<file path="config.mk">
export PLATFORM = sky130hd
export DESIGN_NAME = ifetch_unit
export DESIGN_NICKNAME = d
export VERILOG_FILES = /design/src/rtl/ifetch_unit.sv
export SDC_FILE = /design/constraint.sdc
export NUM_CORES = 1
export LEC_CHECK = 0
export CAP_MARGIN = 40
export CORE_ASPECT_RATIO = 2
export CORE_MARGIN = 2
export CORE_UTILIZATION = 45
export DETAILED_ROUTE_END_ITERATION = 6
export GPL_ROUTABILITY_DRIVEN = 0
export MAX_ROUTING_LAYER = met4
export PLACE_DENSITY = 0.83
export SETUP_SLACK_MARGIN = 0.3
export SKIP_LAST_GASP = 1
export SYNTH_ARGS = -nofsm -noshare
export SYNTH_HDL_FRONTEND = slang
export SYNTH_SLANG_ARGS = --single-unit
</file>
<file path="constraint.sdc">
create_clock -name clk -period 5 [get_ports clk]
set_input_delay 1 -clock clk [delete_from_list [all_inputs] [get_ports clk]]
set_output_delay 1 -clock clk [all_outputs]
set_load 0.03 [all_outputs]
</file>
<file path="src/rtl/ifetch_unit.sv">
`default_nettype none
// ============================================================================
// Module   : ifetch_unit
// Purpose  : Single-outstanding instruction fetch stage. Issues one request
//            to instruction memory, holds the returned word for decode, and
//            applies control-flow redirects, killing an in-flight request
//            whose address has gone stale.
// Revision : 1.0 - initial release
// ============================================================================
module ifetch_unit #(
    parameter logic [31:0] RESET_PC = 32'h0000_0000
) (
    input  logic        clk,
    input  logic        rst,
    output logic        imem_req,
    output logic [31:0] imem_addr,
    input  logic        imem_ack,
    input  logic [31:0] imem_rdata,
    output logic        inst_valid,
    input  logic        inst_ready,
    output logic [31:0] inst,
    output logic [31:0] inst_pc,
    input  logic        redirect,
    input  logic [31:0] redirect_base,
    input  logic [31:0] redirect_imm,
    input  logic        redirect_jalr,
    output logic        misalign_err
);

    typedef enum logic [1:0] {
        ST_REQ  = 2'd0,
        ST_HOLD = 2'd1,
        ST_ERR  = 2'd2
    } state_t;

    localparam logic [31:0] C_PC_STEP = 32'd4;

    state_t      state_q, state_d;
    logic [31:0] pc_q, pc_d;
    logic        kill_q, kill_d;
    logic        misalign_err_q, misalign_err_d;
    logic [31:0] inst_q, inst_d;
    logic [31:0] inst_pc_q, inst_pc_d;

    logic [31:0] w_target_sum;
    logic [31:0] w_target;
    logic        w_target_misaligned;

    // Redirect target: base + imm, with bit 0 dropped for jalr.
    always_comb begin
        w_target_sum        = redirect_base + redirect_imm;
        w_target            = {w_target_sum[31:1], w_target_sum[0] & ~redirect_jalr};
        w_target_misaligned = (w_target[1:0] != 2'b00);
    end

    // Next-state logic and output decode.
    always_comb begin
        state_d        = state_q;
        pc_d           = pc_q;
        kill_d         = kill_q;
        misalign_err_d = misalign_err_q;
        inst_d         = inst_q;
        inst_pc_d      = inst_pc_q;

        imem_req   = (state_q == ST_REQ);
        imem_addr  = pc_q;
        inst_valid = (state_q == ST_HOLD) && !redirect;

        case (state_q)
            ST_REQ: begin
                if (redirect) begin
                    if (w_target_misaligned) begin
                        misalign_err_d = 1'b1;
                        state_d        = ST_ERR;
                    end else begin
                        pc_d    = w_target;
                        // A same-cycle ack retires the stale request, so only
                        // a still-pending request needs killing.
                        kill_d  = !imem_ack;
                        state_d = ST_REQ;
                    end
                end else if (imem_ack) begin
                    if (kill_q) begin
                        // Returning word belongs to the pre-redirect address.
                        kill_d = 1'b0;
                    end else begin
                        inst_d    = imem_rdata;
                        inst_pc_d = pc_q;
                        pc_d      = pc_q + C_PC_STEP;
                        state_d   = ST_HOLD;
                    end
                end
            end
            ST_HOLD: begin
                if (redirect) begin
                    if (w_target_misaligned) begin
                        misalign_err_d = 1'b1;
                        state_d        = ST_ERR;
                    end else begin
                        pc_d    = w_target;
                        state_d = ST_REQ;
                    end
                end else if (inst_ready) begin
                    state_d = ST_REQ;
                end
            end
            ST_ERR: begin
                state_d = ST_ERR;
            end
            default: begin
                state_d = ST_ERR;
            end
        endcase
    end

    // State register with synchronous reset.
    always_ff @(posedge clk) begin
        if (rst) begin
            state_q        <= ST_REQ;
            pc_q           <= RESET_PC;
            kill_q         <= 1'b0;
            misalign_err_q <= 1'b0;
            inst_q         <= 32'd0;
            inst_pc_q      <= 32'd0;
        end else begin
            state_q        <= state_d;
            pc_q           <= pc_d;
            kill_q         <= kill_d;
            misalign_err_q <= misalign_err_d;
            inst_q         <= inst_d;
            inst_pc_q      <= inst_pc_d;
        end
    end

    assign inst         = inst_q;
    assign inst_pc      = inst_pc_q;
    assign misalign_err = misalign_err_q;

endmodule
`default_nettype wire

</file>
==> reports/results.tsv <==
metric	value	unit
outcome	complete, no violations	
grt_pass1_vias	6121	
avgViaCountPerCell	5.77	
netlist_area	5880	um2
dpl.cell_count	1098	
p_leak	3.00	nW
critPathCaptureType	flip-flop	
stdcell_area	8290	um2
dr.first_iter.drc_count	393	
syn_nets	917	
synthDistinctLibCells	67	
maxSlewHeadroom	56.8	%
syn_area_per_cell	7.52	um2
fin_setup_tns	0	ps
ctsResizeCount	0	
portBuffers	200	
min_from	inst[9]	
numCtsBuffers	9	
die_w	84.9	um
grt_usage	25.5	%
antenna_cells	0	
hold_viol	0	
dieHeight	166	um
fill_cells	1122	
wl	17900	um
peakVddDrop	0.346	mV
core-area	12900	um2
grt_pass1_wl	28800	um
wl_per_cell	16.1	um
reg2reg_slack	2320	ps
synth_edf_count	0	
grt_start_max_net_pins	63	
crit_fanout	5	
finalWorstPathRequiredPeriod	3530	ps
fp.dieArea	14100	um2
min_period_over_period	70.7	%
fmax	283	MHz
rows	59	
yosysMostFrequentCell	nand2_1	
crit_arrival	3790	ps
synthFlopType	dfxtp_1	
drtAntennaViolNets	0	
cts_hold_repair.buffers	0	
dpl_cell_area	7970	um2
intPower	1.59	mW
cp.required	5260	ps
clkTransAtPathRegs	70	ps
insertion_delay	350	ps
synth_warnings	0	
start_kind	input port	
start_util	45.5	%
p_switching	0.762	mW
syn-instance-count	782	
ys_ff_latch	100	
cts_root_buf	clkbuf_16	
combPwrFrac	29.8	%
dp_hpwl	13700	um
cts_buffer_depth	2	
clockPowerShare	31.5	%
clock-sinks	100	
netlist_top_cells_count	nand2_1 (169), a21oi_1 (128), dfxtp_1 (100)	
cts_tree	yes	
hold_end	inst[9]	
powerDensity	284	nW/um2
setup_viol	0	
r2r-end	imem_addr[28]	
nets	1092	
grt-ovfl-total	0	
antenna_found_initial	0	
vias	6418	
drt_pass1_iterations	5	
worst_pin_slew	648	ps
seq_area_frac_synth	34.0	%
rsz0062_at_grt	no	
yosys.area.top_type_share	34.0	%
ys_top_cells_by_area	dfxtp_1 (34%), a21oi_1 (11%), nand2_1 (11%), ha_1 (6.8%), xnor2_1 (3.3%)	
reg2regPathDepth	9	
synthArstFlopShare	0	%
ios	201	
syn_to_final_growth	40.8	%
power_frac_seq	38.7	%
cts_setup_buffers	0	
skew	9.79	ps
drc_errors	0	
drv_cap	0	
cts_max_level	3	
yosysTopAreaCell	dfxtp_1	
critPathKind	in -> reg	
hp-class	reg -> reg	
holdPathStages	2	
slew_violations	0	
final_cells	1113	
p_sw_share	32.3	%
drive_above_1_share	4.79	%
r2r_start	imem_addr[2]	
-- per-layer routing --
metal | GRT usage (%) | up-vias | wire (um)
met2 | 46.3 | 300 | 9690
met4 | 14.8 | 0 | 954
met3 | 2.89 | 76 | 1040
met1 | 25.4 | 2922 | 6180
li1 | - | 3120 | -
met5 | - | - | 0
-- stage by stage --
step / power, mW / util [%] / hold slack, ps / setup WS (ps)
after floorplan: 1.34 / - / 478 / 1800
after global placement: 1.62 / 61.7 / 441 / 1150
after detailed placement: 1.62 / 61.7 / 446 / 1110
after CTS: 2.36 / 64.1 / 455 / 1460
after global routing: 2.46 / 64.1 / 474 / 1240
final: 2.36 / 64.1 / 452 / 1470
-- power by group through the flow --
stage                     clock network (mW)  logic (mW)  registers, mW
after floorplan                            0       0.345          0.998
after global placement                     0       0.690          0.925
after detailed placement                   0       0.698          0.927
after CTS                              0.749       0.702          0.909
after global routing                   0.782       0.760          0.917
final                                  0.742       0.703          0.912
-- placed cells by master (no fill, tap or decap), types with 6 or more instances in the layout --
master,instances
clkdlybuf4s50_1,199
nand2_1,168
a21oi_1,128
dfxtp_1,100
nor2_1,45
ha_1,32
o21ai_0,31
nand3_1,23
xnor2_1,22
nor3_1,17
a21o_1,14
a31oi_1,13
inv_1,13
nand4_1,11
nand2b_1,10
clkbuf_16,9
buf_4,9
a211oi_1,8
and2_1,7
or3_1,6
-- how the worst max path moves through the flow --
| stage | startpoint | end | slack [ps] |
|---|---|---|---|
| 6_report | redirect_base[0] | imem_addr[24] | 1470 |
| 5_1_grt | redirect_base[0] | imem_addr[26] | 1240 |
| 4_1_cts | redirect_base[0] | imem_addr[24] | 1460 |
| 3_5_place_dp | redirect_base[0] | imem_addr[24] | 1110 |
| 3_3_place_gp | redirect_base[0] | imem_addr[24] | 1150 |
| 2_1_floorplan | redirect_base[0] | imem_addr[24] | 1800 |
-- worst max-delay path, cell delays in order --
cell and delay (ps):
clkdlybuf4s50_1 410, ha_1 210, inv_1 70, fa_1 240
nor2b_4 60, o31a_4 290, a221oi_4 410, o221ai_1 310
a21oi_1 270, o21ai_0 140, xnor2_1 140, a211oi_1 220
-- logic make-up after synthesis --
| group | count (synthesis) | synth area share (%) |
|---|---|---|
| AOI/OAI and AO/OA | 247 | 25.9 |
| xor gates and xnor gates | 27 | 4.02 |
| adders and majority gates | 33 | 7.15 |
| buffers and inverters | 58 | 3.87 |
| DFF | 100 | 34.0 |
| muxes | 1 | 0.170 |
| and+or+nand+nor | 316 | 24.9 |
-- state kept, by name (all words and copies together) (netlist names) --
register      flops
kill_q            1
inst             32
state_q           2
imem_addr        32
misalign_err      1
inst_pc          32
-- cell type report --
| cell class | count | area (um2) | area share (%) |
|---|---|---|---|
| multi-input combinational | 624 | 3660 | 44.2 |
| timing repair buffer | 209 | 2060 | 24.9 |
| sequential | 100 | 2000 | 24.2 |
| clock buffer | 10 | 229 | 2.76 |
| tap | 152 | 190 | 2.30 |
| clock inverter | 5 | 86.3 | 1.04 |
| inverter | 13 | 48.8 | 0.589 |
Power figures use the tool's default switching activity.
